$ cat src/rtl/spram_bist_pkg.sv
// Shared definitions for the single-port RAM March BIST controller.
//  - FSM state encoding (IDLE..DONE) as fixed-width constants plus a state typedef
//  - address-counter direction constants
//  - error counter width
package spram_bist_pkg;

    localparam int ERR_W = 8;

    typedef logic [2:0] bist_state_t;

    localparam bist_state_t ST_IDLE  = 3'd0;
    localparam bist_state_t ST_W_UP  = 3'd1;
    localparam bist_state_t ST_RW_UP = 3'd2;
    localparam bist_state_t ST_RW_DN = 3'd3;
    localparam bist_state_t ST_R_UP  = 3'd4;
    localparam bist_state_t ST_DRAIN = 3'd5;
    localparam bist_state_t ST_DONE  = 3'd6;

    localparam logic DIR_UP = 1'b0;
    localparam logic DIR_DN = 1'b1;

endpackage

$ cat src/rtl/spram_bist_cmp_pipe.sv
// Read-compare pipeline for the SPRAM BIST.
// Each cycle one {valid, expected[, address]} entry is pushed; entries reach the
// tail RD_LAT cycles later, aligned with the RAM read data. A valid tail entry whose
// expected word differs from the read data bumps a saturating error counter.
// Optional build macro: SPRAM_BIST_FAIL_LOG_EN adds first-failure address/expected/actual.
// Ports:
//  clk, rst_n     clock, async active-low reset
//  clr_i          synchronous clear of counter, log and pipe (accepted start)
//  issue_i        this cycle is a RAM read
//  exp_i          expected data for this read
//  addr_i         address of this read (fail-log build only)
//  rd_data_i      RAM read data
//  err_count_o    saturating mismatch count
//  fail_*_o       first-mismatch log (fail-log build only)
module spram_bist_cmp_pipe
    import spram_bist_pkg::*;
#(
    parameter int ADDR_W = 11,
    parameter int DATA_W = 8,
    parameter int RD_LAT = 1
) (
    input  logic              clk,
    input  logic              rst_n,
    input  logic              clr_i,
    input  logic              issue_i,
    input  logic [DATA_W-1:0] exp_i,
`ifdef SPRAM_BIST_FAIL_LOG_EN
    input  logic [ADDR_W-1:0] addr_i,
    output logic [ADDR_W-1:0] fail_addr_o,
    output logic [DATA_W-1:0] fail_exp_o,
    output logic [DATA_W-1:0] fail_act_o,
`endif
    input  logic [DATA_W-1:0] rd_data_i,
    output logic [ERR_W-1:0]  err_count_o
);

    logic [RD_LAT-1:0] vld_q;
    logic [DATA_W-1:0] exp_q [RD_LAT];
    logic [ERR_W-1:0]  err_q;
    logic              mismatch;

    always_ff @(posedge clk or negedge rst_n) begin
        if (!rst_n) begin
            vld_q <= '0;
            for (int i = 0; i < RD_LAT; i++) exp_q[i] <= '0;
        end else if (clr_i) begin
            vld_q <= '0;
        end else begin
            vld_q[0] <= issue_i;
            exp_q[0] <= exp_i;
            for (int i = 1; i < RD_LAT; i++) begin
                vld_q[i] <= vld_q[i-1];
                exp_q[i] <= exp_q[i-1];
            end
        end
    end

    assign mismatch = vld_q[RD_LAT-1] && (rd_data_i != exp_q[RD_LAT-1]);

    always_ff @(posedge clk or negedge rst_n) begin
        if (!rst_n) begin
            err_q <= '0;
        end else if (clr_i) begin
            err_q <= '0;
        end else if (mismatch && (err_q != {ERR_W{1'b1}})) begin
            err_q <= err_q + ERR_W'(1);
        end
    end

    assign err_count_o = err_q;

`ifdef SPRAM_BIST_FAIL_LOG_EN
    logic [ADDR_W-1:0] addr_q [RD_LAT];
    logic [ADDR_W-1:0] fail_addr_q;
    logic [DATA_W-1:0] fail_exp_q;
    logic [DATA_W-1:0] fail_act_q;

    always_ff @(posedge clk or negedge rst_n) begin
        if (!rst_n) begin
            for (int i = 0; i < RD_LAT; i++) addr_q[i] <= '0;
        end else begin
            addr_q[0] <= addr_i;
            for (int i = 1; i < RD_LAT; i++) addr_q[i] <= addr_q[i-1];
        end
    end

    // Counter still at zero identifies the first mismatch of the run.
    always_ff @(posedge clk or negedge rst_n) begin
        if (!rst_n) begin
            fail_addr_q <= '0;
            fail_exp_q  <= '0;
            fail_act_q  <= '0;
        end else if (clr_i) begin
            fail_addr_q <= '0;
            fail_exp_q  <= '0;
            fail_act_q  <= '0;
        end else if (mismatch && (err_q == '0)) begin
            fail_addr_q <= addr_q[RD_LAT-1];
            fail_exp_q  <= exp_q[RD_LAT-1];
            fail_act_q  <= rd_data_i;
        end
    end

    assign fail_addr_o = fail_addr_q;
    assign fail_exp_o  = fail_exp_q;
    assign fail_act_o  = fail_act_q;
`endif

endmodule

$ cat src/rtl/spram_bist_ctrl.sv
// March-style BIST sequencer driving a single-port RAM.
// One accepted start pulse runs W_UP (write BG), RW_UP (read BG / write ~BG),
// RW_DN (read ~BG / write BG), R_UP (read BG), then DRAIN for RD_LAT cycles.
// Optional build macro: SPRAM_BIST_FAIL_LOG_EN adds fail_addr/fail_exp/fail_act outputs.
// Ports:
//  clk, rst_n         clock, async active-low reset
//  start              run request, honoured only when not busy
//  mem_addr/mem_write_enable/mem_write_data   RAM command pins (registered)
//  mem_read_data      RAM read data, valid RD_LAT cycles after a read address
//  busy/done/pass     run status; pass valid while done
//  err_count          saturating mismatch count
//
// state    | meaning
// IDLE     | waiting for start after reset
// W_UP     | background write, ascending
// RW_UP    | read BG then write ~BG per address, ascending
// RW_DN    | read ~BG then write BG per address, descending
// R_UP     | final read of BG, ascending
// DRAIN    | RD_LAT cycles for the last read to reach the comparator
// DONE     | result held until the next start
module spram_bist_ctrl
    import spram_bist_pkg::*;
#(
    parameter int                ADDR_W     = 11,
    parameter int                DATA_W     = 8,
    parameter int                RD_LAT     = 1,
    parameter logic [DATA_W-1:0] BG_PATTERN = 8'h55
) (
    input  logic              clk,
    input  logic              rst_n,
    input  logic              start,
    output logic [ADDR_W-1:0] mem_addr,
    output logic              mem_write_enable,
    output logic [DATA_W-1:0] mem_write_data,
    input  logic [DATA_W-1:0] mem_read_data,
    output logic              busy,
    output logic              done,
    output logic              pass,
`ifdef SPRAM_BIST_FAIL_LOG_EN
    output logic [ADDR_W-1:0] fail_addr,
    output logic [DATA_W-1:0] fail_exp,
    output logic [DATA_W-1:0] fail_act,
`endif
    output logic [ERR_W-1:0]  err_count
);

    localparam logic [ADDR_W-1:0] ADDR_FIRST = '0;
    localparam logic [ADDR_W-1:0] ADDR_LAST  = {ADDR_W{1'b1}};
    localparam logic [2:0]        DRAIN_LOAD = 3'(RD_LAT - 1);

    bist_state_t       state_q, state_d;
    logic [ADDR_W-1:0] addr_q, addr_d, addr_step;
    logic              wr_q, wr_d;
    logic [2:0]        drain_q, drain_d;
    logic              wen_q, wen_d;
    logic              rd_q, rd_d;
    logic [DATA_W-1:0] wdata_q, wdata_d;
    logic [DATA_W-1:0] exp_q, exp_d;
    logic              dir;
    logic              at_term;
    logic              clr;
    logic              in_rw_d;

    always_comb begin
        dir       = (state_q == ST_RW_DN) ? DIR_DN : DIR_UP;
        at_term   = (dir == DIR_UP) ? (addr_q == ADDR_LAST) : (addr_q == ADDR_FIRST);
        addr_step = (dir == DIR_UP) ? addr_q + ADDR_W'(1) : addr_q - ADDR_W'(1);
    end

    always_comb begin
        state_d = state_q;
        addr_d  = addr_q;
        wr_d    = 1'b0;
        drain_d = drain_q;
        clr     = 1'b0;
        case (state_q)
            ST_IDLE, ST_DONE: begin
                if (start) begin
                    state_d = ST_W_UP;
                    addr_d  = ADDR_FIRST;
                    clr     = 1'b1;
                end
            end
            ST_W_UP: begin
                if (at_term) begin
                    state_d = ST_RW_UP;
                    addr_d  = ADDR_FIRST;
                end else begin
                    addr_d = addr_step;
                end
            end
            ST_RW_UP, ST_RW_DN: begin
                // Read half stays on the address; write half advances it.
                if (!wr_q) begin
                    wr_d = 1'b1;
                end else if (at_term) begin
                    if (state_q == ST_RW_UP) begin
                        state_d = ST_RW_DN;
                        addr_d  = ADDR_LAST;
                    end else begin
                        state_d = ST_R_UP;
                        addr_d  = ADDR_FIRST;
                    end
                end else begin
                    addr_d = addr_step;
                end
            end
            ST_R_UP: begin
                if (at_term) begin
                    state_d = ST_DRAIN;
                    drain_d = DRAIN_LOAD;
                end else begin
                    addr_d = addr_step;
                end
            end
            ST_DRAIN: begin
                if (drain_q == 3'd0) state_d = ST_DONE;
                else                 drain_d = drain_q - 3'd1;
            end
            default: state_d = ST_IDLE;
        endcase
    end

    // RAM pins are decoded from next state and registered so they never glitch.
    always_comb begin
        in_rw_d = (state_d == ST_RW_UP) || (state_d == ST_RW_DN);
        wen_d   = (state_d == ST_W_UP) || (in_rw_d && wr_d);
        rd_d    = (state_d == ST_R_UP) || (in_rw_d && !wr_d);
        wdata_d = '0;
        exp_d   = '0;
        case (state_d)
            ST_W_UP:  wdata_d = BG_PATTERN;
            ST_RW_UP: begin
                exp_d = BG_PATTERN;
                if (wr_d) wdata_d = ~BG_PATTERN;
            end
            ST_RW_DN: begin
                exp_d = ~BG_PATTERN;
                if (wr_d) wdata_d = BG_PATTERN;
            end
            ST_R_UP:  exp_d = BG_PATTERN;
            default:  ;
        endcase
    end

    always_ff @(posedge clk or negedge rst_n) begin
        if (!rst_n) begin
            state_q <= ST_IDLE;
            addr_q  <= '0;
            wr_q    <= 1'b0;
            drain_q <= '0;
            wen_q   <= 1'b0;
            rd_q    <= 1'b0;
            wdata_q <= '0;
            exp_q   <= '0;
        end else begin
            state_q <= state_d;
            addr_q  <= addr_d;
            wr_q    <= wr_d;
            drain_q <= drain_d;
            wen_q   <= wen_d;
            rd_q    <= rd_d;
            wdata_q <= wdata_d;
            exp_q   <= exp_d;
        end
    end

    assign mem_addr         = addr_q;
    assign mem_write_enable = wen_q;
    assign mem_write_data   = wdata_q;
    assign busy             = (state_q != ST_IDLE) && (state_q != ST_DONE);
    assign done             = (state_q == ST_DONE);
    assign pass             = done && (err_count == '0);

    spram_bist_cmp_pipe #(
        .ADDR_W (ADDR_W),
        .DATA_W (DATA_W),
        .RD_LAT (RD_LAT)
    ) u_cmp_pipe (
        .clk         (clk),
        .rst_n       (rst_n),
        .clr_i       (clr),
        .issue_i     (rd_q),
        .exp_i       (exp_q),
`ifdef SPRAM_BIST_FAIL_LOG_EN
        .addr_i      (addr_q),
        .fail_addr_o (fail_addr),
        .fail_exp_o  (fail_exp),
        .fail_act_o  (fail_act),
`endif
        .rd_data_i   (mem_read_data),
        .err_count_o (err_count)
    );

endmodule

$ cat config.mk
export PLATFORM = sky130hd
export DESIGN_NAME = spram_bist_ctrl
export DESIGN_NICKNAME = d
export VERILOG_FILES = /design/src/rtl/spram_bist_pkg.sv /design/src/rtl/spram_bist_cmp_pipe.sv /design/src/rtl/spram_bist_ctrl.sv
export SDC_FILE = /design/constraint.sdc
export NUM_CORES = 1
export LEC_CHECK = 0
export CAP_MARGIN = 25
export CELL_PAD_IN_SITES_DETAIL_PLACEMENT = 1
export CELL_PAD_IN_SITES_GLOBAL_PLACEMENT = 1
export CORE_MARGIN = 5
export CORE_UTILIZATION = 37
export DETAILED_ROUTE_END_ITERATION = 16
export GPL_TIMING_DRIVEN = 0
export PLACE_DENSITY = 0.84
export SETUP_SLACK_MARGIN = 0.5
export SYNTH_ARGS = -nofsm -noshare
export SYNTH_HDL_FRONTEND = slang
export SYNTH_SLANG_ARGS = --single-unit
export TNS_END_PERCENT = 10
$ cat constraint.sdc
create_clock -name clk -period 2.7 [get_ports clk]
set_input_delay 0.405 -clock clk [delete_from_list [all_inputs] [get_ports clk]]
set_output_delay 0.405 -clock clk [all_outputs]
set_load 0.02 [all_outputs]
======== Word-level counts from Yosys, hierarchy flattened ========
Index checks and enable logic that the tools add are counted.
storage, ports and cells
  register bits after elaboration ......... 53
  latch bits .............................. 0
  RAM bits ................................ 0
  memory bits (read-only) ................. 0
  bits of input ports ..................... 11
  output and inout bits ................... 31
  word-level logic and storage cells ...... 89
  memories ................................ 0
operators by class
  $add $sub $neg .......................... 4
  multipliers ............................. 0
  div/mod/pow operators ................... 0
  $lt $le $gt $ge ......................... 0
  equal/unequal tests ..................... 19
  shift operators ......................... 0
  mux-type cells .......................... 32
  bitwise operators ....................... 0
  reductions and logical operators ........ 23
operators with widths
  kind                     count
  $mux W11                 7
  $pmux W11 S4             1
  $mux W3                  9
  $mux W8                  3
  $pmux W8 S3              1
  $pmux W8 S2              1
  $pmux W3 S5              1
  $eq A3 B2 Y1 const B     4
  $eq A3 B3 Y1 const B     4
  $add A11 B1 Y11 const B  1
  $eq A11 B11 Y1 const B   1
  $logic_not A11 Y1        1
  $sub A11 B1 Y11 const B  1
  $ne A2 B2 Y1 const B     5
  $add A8 B1 Y8 const B    1
  $logic_not A8 Y1         1
  $ne A8 B8 Y1             1
  $ne A8 B8 Y1 const B     1
  $mux W1                  7
  $mux W7                  1
  $eq A3 B1 Y1 const B     2
  $logic_and A1 B1 Y1      6
  $logic_not A3 Y1         2
  $pmux W3 S2              1
  other kinds (10)         15

======== Depth between registers and ports, before layout ========
  word-level depth ........................ 10
  depth in mapped cells ................... 10
  gate-level depth less buffers ........... 9

======== By module ========
From an unflattened synthesis, not the netlist that was laid out.
second synthesis, totals
  cells, all modules ...................... 291
  area total of the unflattened synthesis .. 2698.8 um^2
modules (own cells, without submodules)
  module               instances  cells an instance  area an instance (um^2)  seq. area each (um^2)
  spram_bist_ctrl      1          212                1793.0                   600.6
  spram_bist_cmp_pipe  1          79                 905.9                    425.4

======== Worst setup path after synthesis ========
No wires, ideal clock.
  path type ............................... flip-flop to flip-flop
  start point ............................. reg state_q[2]
  end point ............................... reg addr_q[10] (netlist: mem_addr[10])
  library setup time ...................... 0.126 ns
  arrival time ............................ 2.432 ns
  data required time ...................... 2.574 ns
  setup slack ............................. 0.142 ns
  stages on the path, launching flop included .. 11
  buffers on the path ..................... 1
  period minus slack after synthesis ...... 2.558 ns
  cells stage by stage .................... dfrtp_1 -> and3b_1 -> buf_6 -> inv_1 -> fa_1 -> nor2b_4 -> o31a_1 -> or3_4 -> a31oi_4 -> or3_2 -> a221o_1
on the way
  longest elaborated chain between the ends .. 6
  elaborated cells on any way between the ends .. 22
  those cells by class .................... eq/ne: 8; mux: 9; reduce/logical: 5
RTL lines
  item                                        RTL line                                      source
  start, declared                             spram_bist_ctrl.sv:51                         bist_state_t state_q, state_d;
  start signal, assigned                      spram_bist_ctrl.sv:157                        state_q <= state_d;
  $eq A3 B2 Y1                                spram_bist_ctrl.sv:65, spram_bist_ctrl.sv:76
  $mux W1                                     spram_bist_ctrl.sv:65                         dir = (state_q == ST_RW_DN) ? DIR_DN : DIR_UP;
  $mux W11 / $mux W1 (equally long branches)  spram_bist_ctrl.sv:67, spram_bist_ctrl.sv:66
  $mux W11                                    spram_bist_ctrl.sv:96                         end else if (at_term) begin
  $mux W11                                    spram_bist_ctrl.sv:94                         if (!wr_q) begin
  $pmux W11 S4                                spram_bist_ctrl.sv:76                         case (state_q)
  end signal, assigned                        spram_bist_ctrl.sv:158                        addr_q <= addr_d;
  end, declared                               spram_bist_ctrl.sv:52                         logic [ADDR_W-1:0] addr_q, addr_d, addr_step;
Several ways; a longest one is shown, not always the timed one. The select of a mux whose other input is x is not followed.
A chain may end at the register's enable or synchronous reset.

======== Worst setup path in the final report ========
  start point ............................. reg state_q[1]
  end point ............................... reg addr_q[10] (netlist: mem_addr[10])
The elaborated chain is that of the path after synthesis.

==> impl_results.md <==
- Largest net degree at the start of global routing: 36
- Sequential share of power: 24.8%
- Sequential-to-total area share from yosys stat: 34.79%
- Xor/xnor cell area share of the yosys netlist: 5.219%
- Largest family of logic cells by synthesized area: simple AND/OR/NAND/NOR gates
- Post-Synth Adder-Cell Area: 7.256%
- R2R cell count: 9
- Clk slew on worst S/H paths: 70 ps
- Synth Area in Compound Gates: 19.68%
- Starting DRT DRC Count: 80
- Synth unique cells: 67
- Non-Filler Instances: 417
- Min-Delay Path Class: in2async
- Area growth, synth to finish: 34.15%
- Net switching power: 1.680 mW
- Cts hold-fix bufs: 0
- Max-Cap Viols: 0
- Residual DRC count: 0
- Internal power: 2.053 mW
- TritonCTS buffer count: 5
- CP max FO: 6
- PwrDens: 1105 nW/um2
- Row cnt: 30
- Layout cells sized above 1: 23.74%
- Vias in the first global route: 2321
- Syn_nets: 303
- Dpl cells: 399
- Final period util: 99.26%
- Initial core utilization: 37.47%
- Detailed Route WL: 7677 um
- Fin. max-slew vios: 0
- Cell area after synthesis: 2517 um2
- First-pass GRT wire length: 11300 um
- Worst Path Class, Setup: reg2reg
- Flop-to-flop setup slack: 20 ps
- Peak supply drop: 0.6546 mV
- Antenna viol nets, final: 0
- PnR worst setup slack: 20.09 ps
- Top Metal Used: met4
- Fin. Hold Viols: 0
- Worst slew pin tran: 800.0 ps
- DR pass1 iterations: 4
- Sw Ratio: 45.00%
- Met2 Routed Length: 4030 um
- Tot GR Track Use: 16.31%
- Hold slack: 196.0 ps
- Tmin final: 2680 ps
- Grt ovf: 0
- Drt wl/cell: 18.41 um
- Setup WS pre-CTS: -16.34 ps
- Vias/cell: 5.698
- Die ar.: 8553 um2
- Ys Warns: 0
- FF+latch count, synth: 35
- Clock Sinks: 35
- Commonest cells after routing, fill and taps aside: clkdlybuf4s50_1, nand2_1, dfrtp_1, nor2_1, buf_4
- Status: complete, no violations
- Core area: 6719 um2
- Syn Inst Count: 278
- Critical Path RT: 2870 ps
- Startpoint types: flip-flop
- Synth Flop Type: dfrtp_1
- IO Count: 42
- Worst slew margin: 46.67%
- CTS root buf: clkbuf_8
- RR Startpoint: state_q[1]$_DFF_PN0_
- Critical path endpoint category: flip-flop
- Final setup viols: 0
- Clock Power Share: 10.5%
- Antenna violations before repair: 0
- Worst-skew pair later-pin latency: 300 ps
- Die X: 92.49 um
- Worst EP arrival: 2850 ps
- Syn_area_per_cell: 9.055 um2
- Met1 WL: 3202 um
- Fmax: 373.1 MHz
- WL met3: 295 um
- Routed vias: 2376
- Leak: 1.479 nW
- Fin nets: 362
- Setup TNS: 0 ps
- Setup Skew: 8.943 ps
- Unrepaired setup endpoints after global routing: yes
- Commonest non-fill, non-tap cell in the layout: clkdlybuf4s50_1
- Die Height: 92.49 um
- Multiplexer share of the synthesized area: 1.590%
- Synth Area in Simple Gates: 25.80%
- HPWL after detailed placement: 5094 um
- Worst R2R End: mem_addr[10]$_DFFE_PN0P_
- Logic pwr share: 64.7%
- CTS tree: built
- Routability congestion estimate: 0.8030
- Total number of H-tree levels: 2
- Ys async rst share: 100.0%
- Ant diodes: 0
- Clock Path Buffers: 2
- I/O Buffers: 41
- Core Util, Final: 50.26%
- Number of flops mapped to enable cells by yosys: 0
logic make-up (layout without fill, tap and decap cells):
| logic type | after synthesis | count (layout) |
|---|---|---|
| xor+xnor | 15 | 15 |
| compound gates | 66 | 66 |
| flops | 35 | 35 |
| mux | 4 | 4 |
| simple gates | 117 | 117 |
| fa+ha+maj | 14 | 14 |
| buf+inv | 27 | 86 |
layer usage:
metal / GRT usage [%] / vias to the layer above
met3: 3.087 / 14
li1: - / 1106
met5: 0 / -
met2: 29.91 / 64
met1: 19.63 / 1192
met4: 3.589 / 0
Yosys cell counts, types with 3 or more instances:
library cell / instances / share of area (%)
a21oi_1: 13 / 2.6
a22oi_1: 4 / 1.2
and2_1: 5 / 1.2
buf_2: 3 / 0.60
buf_4: 6 / 1.8
clkbuf_1: 5 / 0.75
dfrtp_1: 35 / 35
ha_1: 13 / 6.5
inv_1: 11 / 1.6
mux2i_1: 4 / 1.6
nand2_1: 36 / 5.4
nand2b_1: 3 / 0.75
nand3_1: 4 / 0.80
nand4_1: 7 / 1.7
nor2_1: 25 / 3.7
nor2b_1: 5 / 1.2
nor4_1: 5 / 1.2
o211ai_1: 4 / 1.2
o21ai_0: 12 / 2.4
o21ai_1: 3 / 0.60
o22ai_1: 3 / 0.75
xnor2_1: 7 / 2.4
xor2_1: 8 / 2.8
metrics by stage:
step                      power [mW]  cell area [um2]
after floorplan                2.252             2536
after global placement         2.778             3047
after detailed placement       2.857             3042
after CTS                      3.282             3143
after global routing           3.968             3377
final                          3.733             3377
power groups by stage:
stage                     Combinational, mW  Clock (mW)  Sequential, mW
after floorplan                        1.28           0           0.972
after global placement                 1.89           0           0.886
after detailed placement               1.96           0           0.893
after CTS                              2.00       0.395           0.884
after global routing                   2.59       0.423           0.954
final                                  2.42       0.391           0.925
worst max-delay path, cell delays in order, from the launching register on:
cell and delay [ps]:
dfrtp_1 380, and3b_2 250, buf_12 150, buf_4 170
ha_4 180, or2_2 320, or3_4 390, a31oi_4 230
a311oi_1 140, a221o_1 350
state kept, by name, indices dropped and copies added, names as in the netlist:
register / flops
drain_q: 3
exp_q: 2
mem_addr: 11
mem_write_data: 2
mem_write_enable: 1
rd_q: 1
state_q: 3
u_cmp_pipe.err_count_o: 8
u_cmp_pipe.exp_q: 2
u_cmp_pipe.vld_q: 1
wr_q: 1
timing repair:
| action | 4_1_cts | 5_1_grt |
|---|---|---|
| endpoints found under the setup margin | 9 | 21 |
| gates resized for setup | 3 | 39 |
| pin swaps | 0 | 15 |
| buffers inserted | 1 | 10 |
layout make-up:
class | count | area, um2
tap | 80 | 100.1
fill | 756 | 3342
clock inverter | 1 | 5.005
inverter | 11 | 41.29
clock buffer | 6 | 82.58
buffer | 16 | 121.4
multi-input combinational | 216 | 1662
timing repair buffer | 52 | 488.0
sequential | 35 | 877.1
worst max-delay path by stage:
stage / cells after the start / end / startpoint
detailed placement: 10 / mem_addr[10]$_DFFE_PN0P_ / state_q[2]$_DFF_PN0_
CTS: 10 / mem_addr[10]$_DFFE_PN0P_ / state_q[2]$_DFF_PN0_
finish: 9 / mem_addr[10]$_DFFE_PN0P_ / state_q[1]$_DFF_PN0_
global route: 9 / mem_addr[10]$_DFFE_PN0P_ / state_q[1]$_DFF_PN0_
floorplan: 10 / mem_addr[10]$_DFFE_PN0P_ / state_q[2]$_DFF_PN0_
global placement: 10 / mem_addr[10]$_DFFE_PN0P_ / state_q[2]$_DFF_PN0_
Note: power is estimated with default switching activity, not from simulation.
